==> src/rtl/xif_sched_pkg.sv <==
`default_nettype none
// ============================================================================
// Module      : xif_sched_pkg
// Description : Shared types for the CV-X-IF issue scheduler: control FSM
//               state encoding, the per-entry control record and the default
//               accepted major opcode (custom-0), plus an instruction decode
//               helper used at push time.
// Revision    : 1.0 - initial release
// ============================================================================
package xif_sched_pkg;

    // Default accepted major opcode: custom-0
    localparam logic [6:0] OPCODE_CUSTOM0 = 7'b0001011;

    // Control FSM states (explicit 3-bit encoding)
    typedef enum logic [2:0] {
        ST_IDLE        = 3'd0,
        ST_WAIT_COMMIT = 3'd1,
        ST_DISPATCH    = 3'd2,
        ST_EXECUTE     = 3'd3,
        ST_RESULT      = 3'd4
    } sched_state_e;

    // Width-independent part of a queue entry. The id and operand fields
    // depend on the block parameters and are held alongside this record.
    typedef struct packed {
        logic [4:0] rd;     // destination register
        logic [9:0] funct;  // {funct7, funct3}
    } entry_ctl_t;

    // Extract the control record from an R-type encoded instruction
    function automatic entry_ctl_t decode_ctl(input logic [31:0] instr);
        entry_ctl_t ctl;
        ctl.rd    = instr[11:7];
        ctl.funct = {instr[31:25], instr[14:12]};
        return ctl;
    endfunction

endpackage : xif_sched_pkg
`default_nettype wire

==> src/rtl/xif_sched_queue.sv <==
`default_nettype none
// ============================================================================
// Module      : xif_sched_queue
// Description : In-order circular buffer of offloaded instructions. Each
//               occupied entry carries commit/kill flags that are set by id
//               match on the commit channel, including the entry being pushed
//               in the same cycle.
// Ports       : i_push/i_push_*   - write a new entry at the tail
//               i_pop             - retire the head entry
//               i_commit_*        - commit/kill strobe with id
//               o_head_*          - head entry contents and flags
//               o_count           - number of occupied entries
// Revision    : 1.0 - initial release
// ============================================================================
module xif_sched_queue
    import xif_sched_pkg::*;
#(
    parameter int DEPTH = 4,
    parameter int ID_W  = 4,
    parameter int XLEN  = 32,
    localparam int PTR_W = (DEPTH > 1) ? $clog2(DEPTH) : 1,
    localparam int CNT_W = PTR_W + 1
) (
    input  logic              clk_i,
    input  logic              rst_i,
    input  logic              i_push,
    input  logic [ID_W-1:0]   i_push_id,
    input  entry_ctl_t        i_push_ctl,
    input  logic [XLEN-1:0]   i_push_rs1,
    input  logic [XLEN-1:0]   i_push_rs2,
    input  logic              i_pop,
    input  logic              i_commit_valid,
    input  logic [ID_W-1:0]   i_commit_id,
    input  logic              i_commit_kill,
    output logic [ID_W-1:0]   o_head_id,
    output entry_ctl_t        o_head_ctl,
    output logic [XLEN-1:0]   o_head_rs1,
    output logic [XLEN-1:0]   o_head_rs2,
    output logic              o_head_committed,
    output logic              o_head_killed,
    output logic [CNT_W-1:0]  o_count
);

    logic [ID_W-1:0]  r_id  [DEPTH];
    entry_ctl_t       r_ctl [DEPTH];
    logic [XLEN-1:0]  r_rs1 [DEPTH];
    logic [XLEN-1:0]  r_rs2 [DEPTH];
    logic [DEPTH-1:0] r_occ;
    logic [DEPTH-1:0] r_cmt;
    logic [DEPTH-1:0] r_kill;
    logic [PTR_W-1:0] r_head;
    logic [PTR_W-1:0] r_tail;
    logic [CNT_W-1:0] r_count;

    // A commit that targets the id being pushed this cycle lands on the new entry
    logic w_push_match;
    assign w_push_match = i_commit_valid && (i_commit_id == i_push_id);

    // Payload storage needs no reset: occupancy qualifies every read
    always_ff @(posedge clk_i) begin
        if (i_push) begin
            r_id[r_tail]  <= i_push_id;
            r_ctl[r_tail] <= i_push_ctl;
            r_rs1[r_tail] <= i_push_rs1;
            r_rs2[r_tail] <= i_push_rs2;
        end
    end

    always_ff @(posedge clk_i) begin
        if (rst_i) begin
            r_occ   <= '0;
            r_cmt   <= '0;
            r_kill  <= '0;
            r_head  <= '0;
            r_tail  <= '0;
            r_count <= '0;
        end else begin
            for (int i = 0; i < DEPTH; i++) begin
                if (i_commit_valid && r_occ[i] && (r_id[i] == i_commit_id)) begin
                    if (i_commit_kill) begin
                        r_kill[i] <= 1'b1;
                    end else begin
                        r_cmt[i] <= 1'b1;
                    end
                end
            end
            // The tail slot is never occupied when pushing, so these
            // assignments never collide with the id-match updates above.
            if (i_push) begin
                r_occ[r_tail]  <= 1'b1;
                r_cmt[r_tail]  <= w_push_match && !i_commit_kill;
                r_kill[r_tail] <= w_push_match && i_commit_kill;
                r_tail         <= r_tail + 1'b1;
            end
            if (i_pop) begin
                r_occ[r_head] <= 1'b0;
                r_head        <= r_head + 1'b1;
            end
            case ({i_push, i_pop})
                2'b10:   r_count <= r_count + 1'b1;
                2'b01:   r_count <= r_count - 1'b1;
                default: r_count <= r_count;
            endcase
        end
    end

    assign o_head_id        = r_id[r_head];
    assign o_head_ctl       = r_ctl[r_head];
    assign o_head_rs1       = r_rs1[r_head];
    assign o_head_rs2       = r_rs2[r_head];
    assign o_head_committed = r_cmt[r_head];
    assign o_head_killed    = r_kill[r_head];
    assign o_count          = r_count;

endmodule : xif_sched_queue
`default_nettype wire

==> src/rtl/xif_issue_scheduler.sv <==
`default_nettype none
// ============================================================================
// Module      : xif_issue_scheduler
// Description : Coprocessor-side CV-X-IF controller. Accepts custom-0
//               instructions on the issue channel, queues them in order,
//               waits for commit/kill, dispatches committed ones to the EXU
//               one at a time and returns results with valid/ready.
// Ports       : issue_*   - issue request/response (response combinational)
//               commit_*  - commit/kill strobe by id
//               exu_*     - dispatch handshake, done pulse and result
//               result_*  - result channel, held stable until accepted
//               busy_o    - any entry queued or FSM not idle
// Revision    : 1.0 - initial release
// ============================================================================
module xif_issue_scheduler
    import xif_sched_pkg::*;
#(
    parameter int         X_ID_WIDTH = 4,
    parameter int         X_NUM_RS   = 2,
    parameter int         XLEN       = 32,
    parameter int         DEPTH      = 4,
    parameter logic [6:0] OPCODE     = OPCODE_CUSTOM0
) (
    input  logic                       clk_i,
    input  logic                       rst_i,
    input  logic                       issue_valid_i,
    output logic                       issue_ready_o,
    input  logic [31:0]                issue_req_instr_i,
    input  logic [X_ID_WIDTH-1:0]      issue_req_id_i,
    input  logic [X_NUM_RS*XLEN-1:0]   issue_req_rs_i,
    input  logic [X_NUM_RS-1:0]        issue_req_rs_valid_i,
    output logic                       issue_resp_accept_o,
    output logic                       issue_resp_writeback_o,
    input  logic                       commit_valid_i,
    input  logic [X_ID_WIDTH-1:0]      commit_id_i,
    input  logic                       commit_kill_i,
    output logic                       exu_valid_o,
    input  logic                       exu_ready_i,
    output logic [9:0]                 exu_funct_o,
    output logic [XLEN-1:0]            exu_op_a_o,
    output logic [XLEN-1:0]            exu_op_b_o,
    input  logic                       exu_done_i,
    input  logic [XLEN-1:0]            exu_result_i,
    output logic                       result_valid_o,
    input  logic                       result_ready_i,
    output logic [X_ID_WIDTH-1:0]      result_id_o,
    output logic [XLEN-1:0]            result_data_o,
    output logic [4:0]                 result_rd_o,
    output logic                       result_we_o,
    output logic                       busy_o
);

    localparam int PTR_W = (DEPTH > 1) ? $clog2(DEPTH) : 1;
    localparam int CNT_W = PTR_W + 1;

    // ---------------- issue decode ----------------
    logic             w_accept;
    logic [4:0]       w_rd;
    logic             w_not_full;
    logic             w_rs_ok;
    logic             w_push;
    logic             w_pop;
    logic [CNT_W-1:0] w_count;
    logic             w_unused_instr;

    assign w_accept   = (issue_req_instr_i[6:0] == OPCODE);
    assign w_rd       = issue_req_instr_i[11:7];
    assign w_not_full = (w_count < CNT_W'(DEPTH));
    assign w_rs_ok    = &issue_req_rs_valid_i;
    // Register-index fields are not needed: operand values arrive on the port
    assign w_unused_instr = ^issue_req_instr_i[24:15];

    // Responses are qualified by issue_valid_i so they idle low
    assign issue_resp_accept_o    = issue_valid_i && w_accept;
    assign issue_resp_writeback_o = issue_valid_i && w_accept && (w_rd != 5'd0);
    // Non-accepted instructions are always taken (and dropped) immediately
    assign issue_ready_o          = issue_valid_i && (w_accept ? (w_not_full && w_rs_ok) : 1'b1);
    assign w_push                 = issue_valid_i && w_accept && w_not_full && w_rs_ok;

    // ---------------- entry queue ----------------
    logic [X_ID_WIDTH-1:0] w_head_id;
    entry_ctl_t            w_head_ctl;
    logic [XLEN-1:0]       w_head_rs1;
    logic [XLEN-1:0]       w_head_rs2;
    logic                  w_head_committed;
    logic                  w_head_killed;

    xif_sched_queue #(
        .DEPTH (DEPTH),
        .ID_W  (X_ID_WIDTH),
        .XLEN  (XLEN)
    ) u_queue (
        .clk_i            (clk_i),
        .rst_i            (rst_i),
        .i_push           (w_push),
        .i_push_id        (issue_req_id_i),
        .i_push_ctl       (decode_ctl(issue_req_instr_i)),
        .i_push_rs1       (issue_req_rs_i[XLEN-1:0]),
        .i_push_rs2       (issue_req_rs_i[2*XLEN-1:XLEN]),
        .i_pop            (w_pop),
        .i_commit_valid   (commit_valid_i),
        .i_commit_id      (commit_id_i),
        .i_commit_kill    (commit_kill_i),
        .o_head_id        (w_head_id),
        .o_head_ctl       (w_head_ctl),
        .o_head_rs1       (w_head_rs1),
        .o_head_rs2       (w_head_rs2),
        .o_head_committed (w_head_committed),
        .o_head_killed    (w_head_killed),
        .o_count          (w_count)
    );

    // ---------------- control FSM ----------------
    sched_state_e          r_state;
    logic                  r_exu_valid;
    logic [9:0]            r_exu_funct;
    logic [XLEN-1:0]       r_exu_op_a;
    logic [XLEN-1:0]       r_exu_op_b;
    logic                  r_result_valid;
    logic [X_ID_WIDTH-1:0] r_result_id;
    logic [XLEN-1:0]       r_result_data;
    logic [4:0]            r_result_rd;
    logic                  r_result_we;

    // Head leaves the queue when killed or when its result is taken
    assign w_pop = ((r_state == ST_WAIT_COMMIT) && w_head_killed) ||
                   ((r_state == ST_RESULT) && result_ready_i);

    always_ff @(posedge clk_i) begin
        if (rst_i) begin
            r_state        <= ST_IDLE;
            r_exu_valid    <= 1'b0;
            r_exu_funct    <= '0;
            r_exu_op_a     <= '0;
            r_exu_op_b     <= '0;
            r_result_valid <= 1'b0;
            r_result_id    <= '0;
            r_result_data  <= '0;
            r_result_rd    <= '0;
            r_result_we    <= 1'b0;
        end else begin
            case (r_state)
                ST_IDLE: begin
                    // Looking at the push as well lets a fresh entry reach
                    // WAIT_COMMIT on the cycle it lands in the queue.
                    if ((w_count != '0) || w_push) begin
                        r_state <= ST_WAIT_COMMIT;
                    end
                end
                ST_WAIT_COMMIT: begin
                    if (w_head_killed) begin
                        r_state <= ST_IDLE;
                    end else if (w_head_committed) begin
                        r_state     <= ST_DISPATCH;
                        r_exu_valid <= 1'b1;
                        r_exu_funct <= w_head_ctl.funct;
                        r_exu_op_a  <= w_head_rs1;
                        r_exu_op_b  <= w_head_rs2;
                    end
                end
                ST_DISPATCH: begin
                    if (exu_ready_i) begin
                        r_exu_valid <= 1'b0;
                        r_state     <= ST_EXECUTE;
                    end
                end
                ST_EXECUTE: begin
                    if (exu_done_i) begin
                        r_result_valid <= 1'b1;
                        r_result_id    <= w_head_id;
                        r_result_data  <= exu_result_i;
                        r_result_rd    <= w_head_ctl.rd;
                        r_result_we    <= (w_head_ctl.rd != 5'd0);
                        r_state        <= ST_RESULT;
                    end
                end
                ST_RESULT: begin
                    if (result_ready_i) begin
                        r_result_valid <= 1'b0;
                        r_state        <= ST_IDLE;
                    end
                end
                default: r_state <= ST_IDLE;
            endcase
        end
    end

    assign exu_valid_o    = r_exu_valid;
    assign exu_funct_o    = r_exu_funct;
    assign exu_op_a_o     = r_exu_op_a;
    assign exu_op_b_o     = r_exu_op_b;
    assign result_valid_o = r_result_valid;
    assign result_id_o    = r_result_id;
    assign result_data_o  = r_result_data;
    assign result_rd_o    = r_result_rd;
    assign result_we_o    = r_result_we;
    assign busy_o         = (w_count != '0) || (r_state != ST_IDLE);

endmodule : xif_issue_scheduler
`default_nettype wire

==> config.mk <==
export PLATFORM = sky130hd
export DESIGN_NAME = xif_issue_scheduler
export DESIGN_NICKNAME = d
export VERILOG_FILES = /design/src/rtl/xif_sched_pkg.sv /design/src/rtl/xif_sched_queue.sv /design/src/rtl/xif_issue_scheduler.sv
export SDC_FILE = /design/constraint.sdc
export NUM_CORES = 1
export LEC_CHECK = 0
export BUFFER_PORTS_ARGS = -buffer_cell sky130_fd_sc_hd__buf_4
export CAP_MARGIN = 20
export CORE_ASPECT_RATIO = 1.75
export CORE_MARGIN = 5
export CORE_UTILIZATION = 56
export DETAILED_ROUTE_END_ITERATION = 8
export PLACE_DENSITY = 0.79
export SLEW_MARGIN = 20
export SYNTH_ARGS = -nofsm -noshare
export SYNTH_HDL_FRONTEND = slang
export SYNTH_SLANG_ARGS = --single-unit
==> constraint.sdc <==
create_clock -name clk_i -period 4.8 [get_ports clk_i]
set_input_delay 0.96 -clock clk_i [delete_from_list [all_inputs] [get_ports clk_i]]
set_output_delay 0.96 -clock clk_i [all_outputs]
set_load 0.01 [all_outputs]
### After elaboration in Yosys (flattened, before gate mapping)

Memories as Yosys holds them, arrays and structs flattened. A register that Yosys moved wholly into a read port is not among the register bits.
Cells that the tools add are included.

* register bits: 72
* latch bits: 0
* bits in writable memories: 332
* ROM bits: 0
* input port bits: 146
* output and inout bits: 122
* memories kept: 4

* add/subtract/negate cells: 4
* multipliers: 0
* divide/modulo/power cells: 0
* order comparisons: 5
* equal/unequal tests: 19
* shift operators: 0
* mux-type cells: 59
* bitwise logic cells: 4
* reduce and logical (&&, ||, !) cells: 39

Memories
* u_queue.r_rs1: words 4, width 32, rd ports 1, clocked after memory_dff 1, write ports 1, RTL line xif_sched_queue.sv:46 `logic [XLEN-1:0] r_rs1 [DEPTH];`
* u_queue.r_rs2: words 4, width 32, rd ports 1, clocked after memory_dff 1, write ports 1, RTL line xif_sched_queue.sv:47 `logic [XLEN-1:0] r_rs2 [DEPTH];`
* u_queue.r_ctl: words 4, width 15, rd ports 1, clocked after memory_dff 1, write ports 1, RTL line xif_sched_queue.sv:45 `entry_ctl_t r_ctl [DEPTH];`
* u_queue.r_id: words 4, width 4, rd ports 5, clocked after memory_dff 1, write ports 1, RTL line xif_sched_queue.sv:44 `logic [ID_W-1:0] r_id [DEPTH];`

Operator list (count)
* $mux W1: 36
* $logic_and A1 B1 Y1: 21
* $eq A4 B4 Y1: 5
* $mux W4: 5
* $mux W3: 6
* $pmux W3 S5: 1
* $ne A2 B2 Y1 const B: 5
* $reduce_bool A5 Y1: 2
* $bwmux W4: 2
* $eq A7 B4 Y1 const B: 1
* $eq A3 B2 Y1 const B: 2
* $lt A2 B3 Y1 const B: 2
* $pmux W3 S2: 1
* $reduce_and A3 Y1: 2
* $reduce_bool A2 Y1: 3
* $reduce_bool A3 Y1: 2
* $reduce_and A5 Y1: 1
* $add A2 B1 Y2 const B: 2
* $and A4 B4 Y4: 1
* $bmux W1 S2: 2
* $demux W1 S2: 2
* $ge A2 B1 Y1 const B: 2
* $mux W2: 2
* $not A4 Y4: 1
* 17 further kinds: 21

### Depth between registers and ports, before layout

Gate-level depths: netlist (run 1).

* depth in word-level cells: 9
* gate-level depth with buffers: 10
* depth with buffers taken out: 9

### By module

A second synthesis (run 1) with hierarchy kept.

* cell total of the unflattened synthesis: 1127
* area total of the unflattened synthesis: 17659.4 µm²

Modules (own cells, without submodules)
* xif_sched_queue: times used 1, cells an instance 571, area an instance 13265.2 µm², seq. area each 10390.0 µm²
* xif_issue_scheduler: times used 1, cells an instance 556, area an instance 4394.2 µm², seq. area each 2422.3 µm²

### Worst setup path after synthesis (run 1)

OpenSTA, ideal clock, no wires.

* path kind: input-to-reg
* from: input issue_req_instr_i[6]
* to: register u_queue.r_cmt[0]
* arrival time: 4197 ps
* path slack: 342 ps
* stages: 5
* buffers on the path: 1
* path through: or4b_1 > nor3_1 > buf_2 > and2_1 > a221oi_1

* cells in the longest elaborated chain, start to end: 5

Ends and longest elaborated chain
* start: declaration: RTL line xif_issue_scheduler.sv:28 `input logic [31:0] issue_req_instr_i,`
* $eq A7 B4 Y1: RTL line xif_issue_scheduler.sv:66 `assign w_accept = (issue_req_instr_i[6:0] == OPCODE);`
* $logic_and A1 B1 Y1 (3 in a row): RTL line xif_issue_scheduler.sv:78 `assign w_push = issue_valid_i && w_accept && w_not_full && w_rs_ok;`
* $mux W4: RTL line xif_sched_queue.sv:89 `if (i_push) begin`
* end signal: indexed assignment: RTL line xif_sched_queue.sv:91 `r_cmt[r_tail] <= w_push_match && !i_commit_kill;`
* end: declaration: RTL line xif_sched_queue.sv:49 `logic [DEPTH-1:0] r_cmt;`

No other way between the ends.
A chain may end at the register's enable or synchronous reset.

### Worst setup path after layout (run 1)

* from: input issue_req_instr_i[6]
* to: memory u_queue.r_ctl[3][12] (netlist name) (enable)

* cells in the longest elaborated chain, start to end: 6

Ends and longest elaborated chain
* $eq A7 B4 Y1: RTL line xif_issue_scheduler.sv:66
* $logic_and A1 B1 Y1 (3 in a row): RTL line xif_issue_scheduler.sv:78
* $mux W1: RTL line xif_sched_queue.sv:61 `if (i_push) begin`
* $mux W1 (not written as such): RTL line xif_sched_queue.sv:63 `r_ctl[r_tail] <= i_push_ctl;`
* end: declaration: RTL line xif_sched_queue.sv:45

No other way between the ends.

==> key figures, run 1 <==
Routing
  – DRC Markers: 0
  – WL per Instance: 21.5 um
  – Wire length after detailed routing: 38900 um
  – DR iter-0 viols: 618
  – Post-route ant nets: 0
  – Vias per Instance: 5.69
  – Routed vias: 10290
  – Router iterations before antenna repair: 6

Floorplanning
  – Row Count: 85
  – I/O pins: 268
  – Die area: 0.0350 mm2
  – Die height: 244 um
  – Core Box Area: 0.0308 mm2
  – Initial core utilization: 56.8%
  – Die width: 144 um

Synth
  – Async set-reset flop share out of synthesis: 0%
  – Post-synthesis compound-gate area fraction: 5.00%
  – Largest family of logic cells by synthesized area: multiplexers
  – Synth unique cells: 44
  – Simple-gate share of the synthesized area: 7.28%
  – Sequential fraction of the synthesis area: 73.2%
  – Synthesized area per cell: 15.5 um2
  – Netlist Area Pre-Place: 0.0175 mm2
  – Post-synthesis mux area share: 11.1%
  – Gate Count Post-Synth: 1128
  – EDFF count, synth: 332
  – #FFs+latches synth: 474
  – Synth Flop Type: edfxtp_1
  – Adder-cell share of the synthesized area: 0.757%
  – Post-synthesis net count: 1284
  – Post-Synth XOR/XNOR Area: 0.700%
  – Yosys warnings: 0

Place
  – HPWL Detailed: 24500 um
  – IO buf count: 257
  – Setup WS pre-CTS: 0.973 ns
  – Placer Congestion: 0.830

Critical path
  – CP Capture Type: register
  – Crit-path leading delay family: simple AND/OR/NAND/NOR gates
  – Crit-path most repeated cell: buf_4
  – Crit path DAT: 3.50 ns
  – Critical Path RT: 5.03 ns
  – Crit path max-delay cell type: and2_4
  – Crit-path cells: buf_4 -> or4b_1 -> nor3_2 -> and2_4 -> buf_4
  – Critical Path Max Stage Delay: 0.76 ns
  – Worst path bufs/invs: 2
  – Setup crit start kind: input pin
  – Kind of critical path: in -> reg
  – CP max FO: 39

Power
  – Max rail drop VDD: 0.403 mV
  – Power Density: 369 mW/mm2
  – Total leakage power: 0.00719 uW
  – Power Total: 7810 uW

STA
  – Min Tclk post-route: 3.26 ns
  – Hold Vio Cnt, Final: 0
  – Setup tns final: 0 ns
  – Final Setup Violations: 0
  – RSZ-0062 raised after global routing: no
  – Final worst slack: 1.54 ns
  – Slew margin rel.: 37.2%
  – Fmax: 0.306 GHz
  – Worst slew pin tran: 0.942 ns
  – Final period util: 68.0%
  – Max-slew violations: 0
  – Clock skew: 0.0238 ns

Global routing
  – Vias in the first global route: 10844
  – Initial antenna violation count: 2
  – GRT Overall Usage: 22.4%
  – Global-route wire length before repair: 60400 um
  – Grt total ovfl: 0
  – Largest net degree at the start of global routing: 73

Finish
  – Most common cell after layout, fill and taps aside: edfxtp_1
  – Layout cells sized above 1: 30.5%
  – Most frequent cells in the layout: edfxtp_1, buf_4, nand2_1
  – Area of the multi-input gates: 0.00436 mm2
  – Area delta synth->final: 21.1%
  – Fillers: 2056
  – FF+latch area: 0.0128 mm2
  – Layout Nets: 1538

Clock tree
  – Worst skew pair latency: 0.54 ns
  – # clock sinks: 474
  – Cells resized by post-CTS repair: 0
  – # H-tree levels: 2
  – Postcts setup bufs: 0
  – Clock buffer depth: 3
  – TritonCTS Buffers: 41
  – Post-CTS Hold Fix Bufs: 0
  – Root buf cell: clkbuf_16
  – CTS tree: built
  – Reg clk slew, reported paths: 0.06 ns

Job
  – MaxCap Viol Count: 0

Outcome
  – Status: completed

Hold path
  – HP Class: reg -> reg
## tightest hold or removal path, cell delays in order, from the launching register on
cell	delay, ns
dfxtp_1	0.31
nand2_1	0.05
a21oi_1	0.05
## stage by stage
stage	utilization (%)	cell area (um2)	instances	hold slack [ns]
after detailed placement	64.4	19800	1730	0.447
after CTS	68.7	21200	1806	0.456
after global routing	68.7	21200	1808	0.471
final	68.7	21200	1808	0.454
after floorplan	-	17500	1128	0.466
after global placement	64.4	19800	1730	0.442
## registers in the layout (all words and copies together), names as in the netlist, 2 cells and up, named ones only
register	count
u_queue.r_rs1	128
u_queue.r_rs2	128
u_queue.r_ctl	60
exu_op_a_o	32
exu_op_b_o	32
result_data_o	32
u_queue.r_id	16
exu_funct_o	10
result_rd_o	5
result_id_o	4
u_queue.r_cmt	4
u_queue.r_kill	4
u_queue.r_occ	4
r_state	3
u_queue.o_count	3
u_queue.r_head	2
u_queue.r_tail	2
## path summary, 6_finish.rpt
kind | start | end | slack (ns) | cells after the start
max reg2reg | u_queue.r_head[0] | exu_op_a_o[14] | 2.05 | 6
max | issue_req_instr_i[6] | u_queue.r_ctl[3][12] | 1.54 | 5
min reg2reg | exu_op_a_o[17] | exu_op_a_o[17] | 0.45 | 2
min | exu_op_a_o[17] | exu_op_a_o[17] | 0.45 | 2
## where the power goes
group / leakage (uW) / switching, uW / internal [uW] / total (uW)
Sequential: 0.00413 / 3.39 / 4360 / 4370
Combinational: 0.00241 / 86.2 / 88.7 / 175
Clock: 0.000658 / 1400 / 1870 / 3270
## cell families after synthesis
family / after synthesis
flip-flops: 474
AND/OR/NAND/NOR: 302
AO/OA/AOI/OAI: 159
multiplexers: 87
buffers and inverters: 82
XOR/XNOR: 14
adder cells (fa/ha/maj): 10
## routing by layer
layer / up-vias / share of wire [%] / global-route usage [%]
met2: 378 / 55 / 41.1
met1: 5132 / 35 / 26.7
met4: 0 / 3.1 / 7.43
met3: 72 / 6.3 / 3.53
met5: - / 0 / 0
li1: 4708 / - / -
## synthesized netlist by cell type (2+ instances only)
cell type,n,area share (%)
buf_2,20,0.57
nand3b_1,4,0.17
dfxtp_1,142,16
nand2_1,242,5.2
a211oi_1,4,0.17
a221oi_1,8,0.40
nand2b_1,2,0.071
inv_1,15,0.32
nand3_1,3,0.086
a21oi_1,133,3.8
buf_4,6,0.26
a222oi_1,3,0.17
a2111oi_0,3,0.15
nor3_1,5,0.14
ha_1,9,0.64
nor2_1,12,0.26
nand4b_1,4,0.20
xor2_1,8,0.40
nand4_1,3,0.11
clkbuf_1,40,0.86
nor2b_1,9,0.32
edfxtp_1,332,57
o21ai_0,3,0.086
or4_1,2,0.086
xnor2_1,6,0.30
mux4_2,85,11
and2_1,7,0.25
and3_1,2,0.071
## final cells by class
class / instances / share of cell area (%)
diodes: 2 / 0.0236
clock buffers: 65 / 5.80
clock inverters: 11 / 0.519
inverters: 15 / 0.266
multi-input cells: 572 / 20.6
flip-flops and latches: 474 / 60.5
well taps: 391 / 2.31
repair buffers: 278 / 10.0
No activity file was read; power rests on OpenSTA's default activity.
==> inputs of run 2 (changes only) <==
- CORE_UTILIZATION: 56 -> 51
- PLACE_DENSITY: 0.79 -> 0.76
- clock period: 4.8 -> 2.9 ns (I/O delays scaled with it)
==> run 2 against run 1 <==
Non-clock buffer count increased by 5. Via count did not move. Hold slack worse by 0.22 ns. Register-to-register slack got worse by 1.6 ns. Design area rose by 1.8%. Combinational power increased by 69%. Clock skew decreased by 0.014 ns. Critical path depth increased by 3. Die area up 9.3%. Cell count grew 4.0%. Sequential share of layout area shrank 1.1 points. Critical path type is now reg -> reg.
==> key figures, run 2 (synthesis gave the netlist of run 1 again) <==
Outcome
  – Status: completed

Floorplanning
  – Die width: 150 um
  – Row Count: 89
  – Core Box Area: 0.0339 mm2
  – Die height: 255 um
  – I/O pins: 268
  – Initial core utilization: 51.7%
  – Die area: 0.0383 mm2

Power
  – Max rail drop VDD: 0.633 mV
  – Power Density: 617 mW/mm2
  – Total leakage power: 0.00731 uW

Finish
  – Most common cell after layout, fill and taps aside: edfxtp_1
  – Layout Nets: 1544
  – Filler-free cell count of the finished design: 1880
  – Most frequent cells in the layout: edfxtp_1, buf_4, nand2_1
  – Layout cells sized above 1: 31.2%
  – FF+latch area: 0.0128 mm2
  – Utilization after layout: 63.7%
  – Area of the multi-input gates: 0.00437 mm2
  – Registers with the most flip-flops: u_queue.r_rs1: 128 flops, u_queue.r_rs2: 128 flops, u_queue.r_ctl: 60 flops
  – Fillers: 2503
  – Area delta synth->final: 23.2%

Critical path
  – Setup crit start kind: register
  – Kind of critical path: reg -> reg
  – CP max FO: 9
  – CP Capture Type: register
  – Critical Path RT: 3.37 ns
  – Crit path DAT: 2.95 ns

Clock tree
  – Worst skew pair latency: 0.55 ns
  – # H-tree levels: 2
  – Root buf cell: clkbuf_16
  – Postcts setup bufs: 0
  – Clock buffer depth: 3
  – Post-CTS Hold Fix Bufs: 0
  – # clock sinks: 474
  – TritonCTS Buffers: 42
  – Cells resized by post-CTS repair: 0
  – Reg clk slew, reported paths: 0.07 ns
  – CTS tree: built

STA
  – Final period util: 85.5%
  – Min Tclk post-route: 2.48 ns
  – Fmax: 0.403 GHz
  – Worst slew pin tran: 1.08 ns
  – Max-slew violations: 0
  – Slew margin rel.: 28.1%
  – Hold Vio Cnt, Final: 0
  – Clock skew: 0.00935 ns
  – Final Setup Violations: 0
  – Setup tns final: 0 ns
  – RSZ-0062 raised after global routing: no

Routing
  – DRC Markers: 0
  – Router iterations before antenna repair: 5
  – WL per Instance: 20.7 um
  – Routed vias: 10290
  – Wire length after detailed routing: 38900 um
  – Vias per Instance: 5.47
  – Post-route ant nets: 0
  – DR iter-0 viols: 614

Place
  – Placer Congestion: 0.820
  – Placed Instances: 1799
  – IO buf count: 257
  – HPWL Detailed: 25200 um

Global routing
  – GRT Overall Usage: 20.4%
  – Grt total ovfl: 0
  – Initial antenna violation count: 3
  – Global-route wire length before repair: 59500 um
  – Largest net degree at the start of global routing: 73
  – Vias in the first global route: 10717

Hold path
  – HP Class: in -> reg

Job
  – MaxCap Viol Count: 0
## run 2: stage by stage
step	power, uW	hold WS (ns)	setup slack, ns	area (um2)
6_report	13300	0.232	0.420	21600
5_1_grt	13700	0.207	0.196	21600
4_1_cts	13500	0.206	0.441	21600
3_5_place_dp	7670	0.447	0.0737	20100
3_3_place_gp	7660	0.443	0.109	20100
2_1_floorplan	7450	0.466	-0.161	17500
## run 2: final timing paths
kind | startpoint | end | slack [ns] | cells after the start
setup / recovery | r_state[0] | u_queue.o_count[2] | 0.42 | 8
hold / removal | issue_req_rs_i[38] | u_queue.r_rs2[3][6] | 0.23 | 1
setup reg to reg | r_state[0] | u_queue.o_count[2] | 0.42 | 8
hold reg to reg | exu_op_b_o[21] | exu_op_b_o[21] | 0.45 | 2
## run 2: power by group
part / switching, uW / leakage [uW] / internal (uW)
registers: 5.37 / 0.00413 / 7230
clock network: 2360 / 0.000716 / 3440
logic: 146 / 0.00247 / 149
## run 2: area by class of cell
type	instances	share of cell area [%]
diodes	3	0.0348
clock buffers	57	5.71
clock inverters	21	1.09
inverters	15	0.261
multi-input cells	572	20.2
flip-flops and latches	474	59.4
well taps	455	2.64
repair buffers	283	10.6
## run 2: layer usage
metal	global-route usage (%)	wire, um	up-vias
li1	-	-	4728
met3	3.65	2360	71
met5	0	0	-
met2	37.5	21100	363
met4	7.88	1400	0
met1	23.5	14100	5128
## run 2: worst max-delay path, cell delays in order (launching register included)
cell	delay (ns)
dfxtp_1	0.46
nor3b_1	0.41
a21o_1	0.21
ha_1	0.19
inv_1	0.07
fa_1	0.42
xor2_1	0.17
or3_1	0.32
a21oi_1	0.15
